$ cat src/rtl/k_and_s_pkg.sv
// Shared types and constants for the K&S multicycle processor: instruction
// decode enumeration, opcode bytes and ALU operation codes.
package k_and_s_pkg;

    typedef enum logic [3:0] {
        I_NOP, I_LOAD, I_STORE, I_MOVE, I_ADD, I_SUB, I_AND, I_OR,
        I_BRANCH, I_BZERO, I_BNEG, I_BOV, I_BSOV, I_HALT
    } decoded_instruction_type;

    localparam logic [7:0] OP_NOP    = 8'h00;
    localparam logic [7:0] OP_BRANCH = 8'h01;
    localparam logic [7:0] OP_BZERO  = 8'h02;
    localparam logic [7:0] OP_BNEG   = 8'h03;
    localparam logic [7:0] OP_BOV    = 8'h04;
    localparam logic [7:0] OP_BSOV   = 8'h05;
    localparam logic [7:0] OP_LOAD   = 8'h81;
    localparam logic [7:0] OP_STORE  = 8'h82;
    localparam logic [7:0] OP_MOVE   = 8'h91;
    localparam logic [7:0] OP_ADD    = 8'hA1;
    localparam logic [7:0] OP_SUB    = 8'hA2;
    localparam logic [7:0] OP_AND    = 8'hA3;
    localparam logic [7:0] OP_OR     = 8'hA4;
    localparam logic [7:0] OP_HALT   = 8'hFF;

    localparam logic [1:0] ALU_ADD = 2'b00;
    localparam logic [1:0] ALU_SUB = 2'b01;
    localparam logic [1:0] ALU_AND = 2'b10;
    localparam logic [1:0] ALU_OR  = 2'b11;

    // Unlisted opcode bytes fall back to NOP so stray data never acts as an instruction.
    function automatic decoded_instruction_type decode_opcode(input logic [7:0] opc);
        decoded_instruction_type d;
        d = I_NOP;
        case (opc)
            OP_BRANCH: d = I_BRANCH;
            OP_BZERO:  d = I_BZERO;
            OP_BNEG:   d = I_BNEG;
            OP_BOV:    d = I_BOV;
            OP_BSOV:   d = I_BSOV;
            OP_LOAD:   d = I_LOAD;
            OP_STORE:  d = I_STORE;
            OP_MOVE:   d = I_MOVE;
            OP_ADD:    d = I_ADD;
            OP_SUB:    d = I_SUB;
            OP_AND:    d = I_AND;
            OP_OR:     d = I_OR;
            OP_HALT:   d = I_HALT;
            default:   d = I_NOP;
        endcase
        return d;
    endfunction

endpackage

$ cat src/rtl/ks_alu.sv
// Combinational ALU: ADD/SUB/AND/OR with zero, negative, carry/borrow and
// signed-overflow flags.
module ks_alu
    import k_and_s_pkg::*;
#(
    parameter int W = 16
) (
    input  logic [W-1:0] a,
    input  logic [W-1:0] b,
    input  logic [1:0]   operation,
    output logic [W-1:0] result,
    output logic         zero,
    output logic         neg,
    output logic         unsigned_overflow,
    output logic         signed_overflow
);

    logic [W:0] sum;
    logic [W:0] diff;

    // The extra top bit is the carry for ADD and the borrow for SUB.
    assign sum  = {1'b0, a} + {1'b0, b};
    assign diff = {1'b0, a} - {1'b0, b};

    always_comb begin
        result            = '0;
        unsigned_overflow = 1'b0;
        signed_overflow   = 1'b0;
        case (operation)
            ALU_ADD: begin
                result            = sum[W-1:0];
                unsigned_overflow = sum[W];
                signed_overflow   = (a[W-1] == b[W-1]) && (result[W-1] != a[W-1]);
            end
            ALU_SUB: begin
                result            = diff[W-1:0];
                unsigned_overflow = diff[W];
                signed_overflow   = (a[W-1] != b[W-1]) && (result[W-1] != a[W-1]);
            end
            ALU_AND: result = a & b;
            default: result = a | b;
        endcase
        zero = (result == '0);
        neg  = result[W-1];
    end

endmodule

$ cat src/rtl/data_path.sv
// K&S multicycle datapath: PC, IR, 4-entry register file, ALU and flag
// register, sequenced cycle by cycle by the control unit.
module data_path
    import k_and_s_pkg::*;
#(
    parameter int DATA_WIDTH = 16,
    parameter int ADDR_WIDTH = 5,
    parameter int RESET_PC   = 0
) (
    input  logic                    clk,
    input  logic                    rst_n,
    input  logic                    branch,
    input  logic                    pc_enable,
    input  logic                    ir_enable,
    input  logic                    write_reg_enable,
    input  logic                    addr_sel,
    input  logic                    c_sel,
    input  logic [1:0]              operation,
    input  logic                    flags_reg_enable,
    output decoded_instruction_type decoded_instruction,
    output logic                    zero_op,
    output logic                    neg_op,
    output logic                    unsigned_overflow,
    output logic                    signed_overflow,
    output logic [ADDR_WIDTH-1:0]   ram_addr,
    input  logic [DATA_WIDTH-1:0]   data_in,
    output logic [DATA_WIDTH-1:0]   data_out
);

    logic [DATA_WIDTH-1:0]      ir;
    logic [ADDR_WIDTH-1:0]      pc;
    logic [3:0][DATA_WIDTH-1:0] regs;
    logic [1:0]                 a_idx, b_idx, rd_idx;
    logic [DATA_WIDTH-1:0]      bus_a, bus_b, alu_out;
    logic                       alu_zero, alu_neg, alu_uov, alu_sov;
    logic                       unused_ir;

    assign decoded_instruction = decode_opcode(ir[DATA_WIDTH-1 -: 8]);
    assign unused_ir           = ^ir[DATA_WIDTH-9:7];

    // Operand/destination fields move around the IR depending on the format.
    always_comb begin
        a_idx  = ir[3:2];
        b_idx  = ir[1:0];
        rd_idx = ir[5:4];
        case (decoded_instruction)
            I_MOVE: begin
                a_idx  = ir[1:0];
                rd_idx = ir[3:2];
            end
            I_STORE: a_idx  = ir[6:5];
            I_LOAD:  rd_idx = ir[6:5];
            default: ;
        endcase
    end

    assign bus_a    = regs[a_idx];
    assign bus_b    = regs[b_idx];
    assign data_out = bus_a;
    assign ram_addr = addr_sel ? ir[ADDR_WIDTH-1:0] : pc;

    ks_alu #(.W(DATA_WIDTH)) u_alu (
        .a                 (bus_a),
        .b                 (bus_b),
        .operation         (operation),
        .result            (alu_out),
        .zero              (alu_zero),
        .neg               (alu_neg),
        .unsigned_overflow (alu_uov),
        .signed_overflow   (alu_sov)
    );

    always_ff @(posedge clk or negedge rst_n) begin
        if (!rst_n)
            pc <= ADDR_WIDTH'(RESET_PC);
        else if (pc_enable)
            pc <= branch ? ir[ADDR_WIDTH-1:0] : pc + ADDR_WIDTH'(1);
    end

    always_ff @(posedge clk or negedge rst_n) begin
        if (!rst_n)
            ir <= '0;
        else if (ir_enable)
            ir <= data_in;
    end

    always_ff @(posedge clk or negedge rst_n) begin
        if (!rst_n)
            regs <= '0;
        else if (write_reg_enable)
            regs[rd_idx] <= c_sel ? data_in : alu_out;
    end

    always_ff @(posedge clk or negedge rst_n) begin
        if (!rst_n) begin
            zero_op           <= 1'b0;
            neg_op            <= 1'b0;
            unsigned_overflow <= 1'b0;
            signed_overflow   <= 1'b0;
        end else if (flags_reg_enable) begin
            zero_op           <= alu_zero;
            neg_op            <= alu_neg;
            unsigned_overflow <= alu_uov;
            signed_overflow   <= alu_sov;
        end
    end

endmodule

$ cat config.mk
export PLATFORM = sky130hd
export DESIGN_NAME = data_path
export DESIGN_NICKNAME = d
export VERILOG_FILES = /design/src/rtl/k_and_s_pkg.sv /design/src/rtl/ks_alu.sv /design/src/rtl/data_path.sv
export SDC_FILE = /design/constraint.sdc
export NUM_CORES = 1
export LEC_CHECK = 0
export CAP_MARGIN = 20
export CORE_MARGIN = 1.5
export CORE_UTILIZATION = 60
export DETAILED_ROUTE_END_ITERATION = 16
export PLACE_DENSITY_LB_ADDON = 0.12
export SYNTH_ARGS = -nofsm -noshare
export SYNTH_HDL_FRONTEND = slang
export SYNTH_HIERARCHICAL = 1
export SYNTH_SLANG_ARGS = --single-unit
$ cat constraint.sdc
create_clock -name clk -period 7.05 [get_ports clk]
set_input_delay 1.7625 -clock clk [delete_from_list [all_inputs] [get_ports clk]]
set_output_delay 1.7625 -clock clk [all_outputs]
set_load 0.03 [all_outputs]
==> results of run 1 <==
[state kept, by name, summed over array words and instances (netlist names)]
| register | count |
|---|---|
| pc | 5 |
| regs | 64 |
| signed_overflow | 1 |
| ir | 15 |
| neg_op | 1 |
| unsigned_overflow | 1 |
| zero_op | 1 |
[stage by stage]
| step | util (%) | power, mW | worst slack [ns] |
|---|---|---|---|
| after floorplan | - | 2.88 | 1.00 |
| after global placement | 67.2 | 3.51 | 1.13 |
| after detailed placement | 67.2 | 3.59 | 1.02 |
| after CTS | 70.4 | 4.20 | 1.00 |
| after global routing | 70.7 | 4.56 | 0.437 |
| final | 70.7 | 4.24 | 0.982 |
[per-layer routing]
metal / GRT usage (%) / part of all wire, % / up-vias
met5: 0 / 0 / -
met4: 8.19 / 1.7 / 0
met3: 3.78 / 5.0 / 28
met2: 47.8 / 47 / 169
met1: 43.2 / 47 / 2816
li1: - / - / 2575
[worst max path at each step]
stage               startpoint  cells after the start  slack [ns]       to
floorplan               ir[12]                     19        1.00  zero_op
global placement        ir[10]                     16        1.13  zero_op
detailed placement      ir[10]                     16        1.02  zero_op
CTS                     ir[10]                     16        1.00  zero_op
global route            ir[12]                     18        0.44  zero_op
finish                  ir[10]                     18        0.98  zero_op
[kinds of logic (layout without fill, tap and decap cells)]
family                   Yosys count  in the layout  synth area share (%)
AO/OA/AOI/OAI                    127            127                  12.0
XOR/XNOR                          15             15                  1.84
multiplexers                     178            178                  30.2
buffers and inverters             93            133                  5.77
flip-flops                        88             88                  30.8
AND/OR/NAND/NOR                  135            135                  10.1
adder cells (fa/ha/maj)           52             52                  9.31
[cell type report]
class                      count  area [µm²]  share of cell area [%]
multi-input combinational    507        4540                    55.8
sequential                    88        2200                    27.1
timing repair buffer          64         648                    7.97
clock buffer                  11         243                    2.98
inverter                      53         199                    2.45
tap                          143         179                    2.20
clock inverter                 5         128                    1.57
[synthesized netlist by cell type, drive strengths merged, types with 3 or more instances]
cell | instances | area share, %
mux2 | 105 | 17
dfrtp | 88 | 31
mux2i | 55 | 8.0
inv | 52 | 2.7
ha | 50 | 8.7
nand2 | 40 | 2.1
a21oi | 32 | 2.4
nor2 | 30 | 1.7
o21ai | 27 | 1.9
buf | 26 | 2.3
mux4 | 18 | 5.7
clkbuf | 14 | 0.73
nand3 | 12 | 1.0
nor3 | 12 | 0.84
a211oi | 11 | 1.2
xnor2 | 10 | 1.2
a31oi | 8 | 0.70
nand4 | 8 | 0.70
a21o | 7 | 0.73
nor2b | 6 | 0.52
and3 | 5 | 0.44
o211ai | 5 | 0.52
o21bai | 5 | 0.52
o31ai | 5 | 0.52
xor2 | 5 | 0.61
nor4 | 4 | 0.56
a2111oi | 3 | 0.45
a311oi | 3 | 0.37
a31o | 3 | 0.37
nand2b | 3 | 0.30
nand3b | 3 | 0.37
or3 | 3 | 0.26
[power by group]
part | internal (mW) | switching (mW)
logic | 1.18 | 1.59
clock network | 0.392 | 0.197
registers | 0.714 | 0.166
==> impl_metrics.env, run 1 <==
export IMPL_yosysSeqAreaShare_pct=30.8
export IMPL_overflow=0
export IMPL_crit_chain="nor4_4, nand3_4, nand3_1, mux2_2, mux2i_4, mux2i_1, inv_1, fa_1, nand2b_2, a211oi_2, o311ai_0, nor2_1, a311oi_1, nor4bb_1, or4b_1, a2111o_1, a2111oi_2, mux2_2"
export IMPL_port_buffer_count=55
export IMPL_synth_cell_types=73
export IMPL_slowest_stage="mux2i_1"
export IMPL_dpl_cell_area_um2=7740
export IMPL_min_path_type="register to register"
export IMPL_whs_path_depth=1
export IMPL_fin_setup_tns_ns=0
export IMPL_detail_route_wl_per_cell_um=20.7
export IMPL_final_antenna_net_count=0
export IMPL_relSlewSlack_pct=31.1
export IMPL_most_common_layout_cells="mux2_2, dfrtp_1, clkdlybuf4s50_1, mux2i_1, ha_1"
export IMPL_worstMarginPinSlew_ns=1.03
export IMPL_fin_skew_ns=0.00769
export IMPL_cp_top_family="simple AND/OR/NAND/NOR gates"
export IMPL_fp_row_count=39
export IMPL_core_um2=11500
export IMPL_clk_pin_slew_ns=0.06
export IMPL_first_pass_iters=7
export IMPL_synth_edf_count=0
export IMPL_synthesis_instances=688
export IMPL_reg2reg_to="zero_op"
export IMPL_fin_crit_ns=6.07
export IMPL_viasPerCell=6.42
export IMPL_grt_usage_pct=29.9
export IMPL_place_congestion=0.904
export IMPL_start_kind="register"
export IMPL_dp_cells=854
export IMPL_drv_cap=0
export IMPL_nNetsFinal=802
export IMPL_crit_fanout=10
export IMPL_htreeDepth=3
export IMPL_slew_viol_final=0
export IMPL_vias=5588
export IMPL_clock_sinks=88
export IMPL_status="completed"
export IMPL_cts_tree="built"
export IMPL_design_area_um2=8140
export IMPL_drc_errors=0
export IMPL_setup_violations=0
export IMPL_nFillCells=895
export IMPL_syn_area_um2=7150
export IMPL_antennaDiodeCount=0
export IMPL_r2r_worst_path_cells=18
export IMPL_cts_buffers=9
export IMPL_io_pins=56
export IMPL_drt_wl_total_um=18000
export IMPL_clock_path_buffers=2
export IMPL_period_share_pct=86.1
export IMPL_rsz0062_at_grt="false"
export IMPL_setup_worst_path_class="register to register"
export IMPL_die_area_um2=12600
export IMPL_yosys_register_bits=88
export IMPL_holdWs_ns=0.518
export IMPL_dp_final_hpwl_um=13200
export IMPL_crit_buf_inv=1
export IMPL_async_flop_share_pct=100
export IMPL_hold_viol_final=0
export IMPL_cp_slowest_stage_delay_ns=0.54
export IMPL_cp_required_ns=7.33
export IMPL_power_density_nw_per_um2=521
export IMPL_antenna_found_initial=0
export IMPL_leakagePower_nw=3.57
export IMPL_min_delay_start="neg_op"
export IMPL_syn_area_per_cell_um2=10.4
export IMPL_reg2reg_slack_ns=0.98
export IMPL_ys_warn_count=6
export IMPL_clk_latency_ns=0.34
export IMPL_ir_worst_vdd_uv=229
export IMPL_layoutNonFillerInstCount=871
export IMPL_cp_common_cell="mux2_2"
export IMPL_whs_endpoint="neg_op"
export IMPL_die_w_um=112
export IMPL_grt_max_degree=89
export IMPL_ys_flop_type="dfrtp_1"
export IMPL_final_common_cell="mux2_2"
export IMPL_grt_pass1_wl_um=29400
export IMPL_hold_buffers=0
export IMPL_syn_nets=767
export IMPL_fp_dieH_um=112
export IMPL_r2r_start="ir[10]"
export IMPL_start_util_pct=62.1
export IMPL_first_iter_violations=590
export IMPL_crit_path_end_kind="register"
export IMPL_postCtsSetupBuffers=0
export IMPL_critPathArrivalTime_ns=6.35
export IMPL_final_layout_size_suffix_gt1_share_pct=22.4
export IMPL_grt_pass1_vias=5473
export IMPL_cts_resized=0
export IMPL_max_freq_mhz=165
export IMPL_cts_root_buf="clkbuf_16"
export IMPL_synthToLayoutAreaGrowth_pct=13.7
No activity file was read; power rests on OpenSTA's default activity.
==> run 2, diff against run 1 <==
--- a/config.mk
+++ b/config.mk
@@ -5,6 +5,7 @@
 export SDC_FILE = /design/constraint.sdc
 export NUM_CORES = 1
 export LEC_CHECK = 0
+export ABC_CLOCK_PERIOD_IN_PS = 7050
 export CAP_MARGIN = 20
 export CORE_MARGIN = 1.5
 export CORE_UTILIZATION = 60
==> results of run 2 <==
No change in the layout: final DEF, timing and power equal those of run 1.
==> run 3, diff against run 2 <==
--- a/config.mk
+++ b/config.mk
@@ -10,7 +10,7 @@
 export CORE_MARGIN = 1.5
 export CORE_UTILIZATION = 60
 export DETAILED_ROUTE_END_ITERATION = 16
-export PLACE_DENSITY_LB_ADDON = 0.12
+export PLACE_DENSITY_LB_ADDON = 0.2
 export SYNTH_ARGS = -nofsm -noshare
 export SYNTH_HDL_FRONTEND = slang
 export SYNTH_HIERARCHICAL = 1
==> impl_metrics.env, run 3 (same netlist as run 1, synthesis figures left out) <==
export IMPL_status="completed"
export IMPL_drv_cap=0
export IMPL_ir_worst_vdd_uv=254
export IMPL_period_share_pct=88.5
export IMPL_viasPerCell=6.43
export IMPL_fp_dieH_um=112
export IMPL_die_area_um2=12600
export IMPL_start_util_pct=62.1
export IMPL_clock_path_buffers=2
export IMPL_setup_worst_path_class="register to register"
export IMPL_grt_max_degree=89
export IMPL_cts_buffers=9
export IMPL_hold_viol_final=0
export IMPL_p_total_mw=4.24
export IMPL_nNetsFinal=800
export IMPL_cts_resized=0
export IMPL_dp_final_hpwl_um=13100
export IMPL_antenna_found_initial=0
export IMPL_clk_pin_slew_ns=0.06
export IMPL_fin_setup_tns_ns=0
export IMPL_core_um2=11500
export IMPL_first_pass_iters=7
export IMPL_min_path_type="register to register"
export IMPL_grt_usage_pct=29.5
export IMPL_most_common_layout_cells="mux2_2, dfrtp_1, clkdlybuf4s50_1, mux2i_1, ha_1"
export IMPL_r2r_worst_path_cells=18
export IMPL_fp_row_count=39
export IMPL_htreeDepth=3
export IMPL_crit_fanout=9
export IMPL_relSlewSlack_pct=32.5
export IMPL_port_buffer_count=55
export IMPL_drc_errors=0
export IMPL_hold_buffers=0
export IMPL_critPathArrivalTime_ns=6.53
export IMPL_drt_wl_total_um=18100
export IMPL_vias=5590
export IMPL_worstMarginPinSlew_ns=1.01
export IMPL_grt_pass1_wl_um=29300
export IMPL_max_freq_mhz=160
export IMPL_start_kind="register"
export IMPL_reg_top3="regs (64), ir (15), pc (5)"
export IMPL_clock_sinks=88
export IMPL_rsz0062_at_grt="false"
export IMPL_grt_pass1_vias=5565
export IMPL_final_antenna_net_count=0
export IMPL_cts_root_buf="clkbuf_16"
export IMPL_fin_crit_ns=6.24
export IMPL_wl_met2_um=8410
export IMPL_setup_violations=0
export IMPL_wl_met3_um=1130
export IMPL_clk_latency_ns=0.34
export IMPL_top_register="regs"
export IMPL_top_layer_used="met4"
export IMPL_die_w_um=112
export IMPL_cts_tree="built"
export IMPL_final_layout_size_suffix_gt1_share_pct=22.3
export IMPL_cp_required_ns=7.34
export IMPL_whs_path_depth=1
export IMPL_final_common_cell="mux2_2"
export IMPL_place_congestion=0.974
export IMPL_leakagePower_nw=3.57
export IMPL_antennaDiodeCount=0
export IMPL_first_iter_violations=643
export IMPL_slew_viol_final=0
export IMPL_detail_route_wl_per_cell_um=20.8
export IMPL_fin_skew_ns=0.00536
export IMPL_synthToLayoutAreaGrowth_pct=13.3
export IMPL_overflow=0
export IMPL_largest_reg_flops=64
export IMPL_power_density_nw_per_um2=523
export IMPL_crit_path_end_kind="register"
export IMPL_postCtsSetupBuffers=0
export IMPL_io_pins=56
export IMPL_wl_met1_um=8150
==> run 3: cell type report <==
cell class / count / area, µm²
repair buffers: 62 / 621
inverters: 53 / 199
multi-input cells: 507 / 4540
clock inverters: 6 / 130
fillers: 837 / 3410
well taps: 143 / 179
flip-flops and latches: 88 / 2200
clock buffers: 10 / 239
==> run 3: power breakdown <==
part | internal (mW) | switching [mW] | total, mW
sequential | 0.714 | 0.176 | 0.890
clock | 0.390 | 0.194 | 0.585
combinational | 1.17 | 1.59 | 2.76
==> run 3: path summary, 6_finish.rpt <==
| check | slack (ns) | startpoint | end |
|---|---|---|---|
| worst min register to register | 0.51 | unsigned_overflow | unsigned_overflow |
| worst max-delay path | 0.81 | ir[12] | zero_op |
| worst min-delay path | 0.51 | unsigned_overflow | unsigned_overflow |
| worst max register to register | 0.81 | ir[12] | zero_op |
| min in group asynchronous | 1.27 | rst_n | ir[1] |
| max in group asynchronous | 5.18 | rst_n | regs[7] |
==> run 3: per-stage QoR <==
| stage | hold slack (ns) | cells | cell area, µm² | util (%) | worst slack [ns] |
|---|---|---|---|---|---|
| 2_1_floorplan | 0.475 | 688 | 7150 | - | 1.00 |
| 3_5_place_dp | 0.506 | 852 | 7710 | 67.0 | 0.915 |
| 4_1_cts | 0.520 | 868 | 8080 | 70.2 | 0.865 |
| 6_report | 0.515 | 869 | 8110 | 70.4 | 0.808 |
| 3_3_place_gp | 0.488 | 852 | 7710 | 67.0 | 1.05 |
| 5_1_grt | 0.534 | 869 | 8110 | 70.4 | 0.494 |
==> run 3: worst max-delay path, cell delays in order (launching register included) <==
cell	delay [ns]
dfrtp_1	0.45
nor3_1	0.46
nand4b_1	0.23
nand3_1	0.18
mux2_2	0.37
mux2i_4	0.47
mux2i_1	0.58
inv_1	0.17
fa_1	0.46
nand2b_2	0.20
a211oi_2	0.26
o311ai_1	0.22
a31o_1	0.30
a211oi_1	0.24
and3b_1	0.23
or4b_1	0.47
a2111o_1	0.42
a2111oi_2	0.28
mux2_2	0.20
==> run 3: per-layer routing <==
layer,global-route usage (%),vias to the layer above
met5,0,-
met2,46.9,246
met1,42.1,2740
met4,9.28,0
met3,4.10,30
li1,-,2574
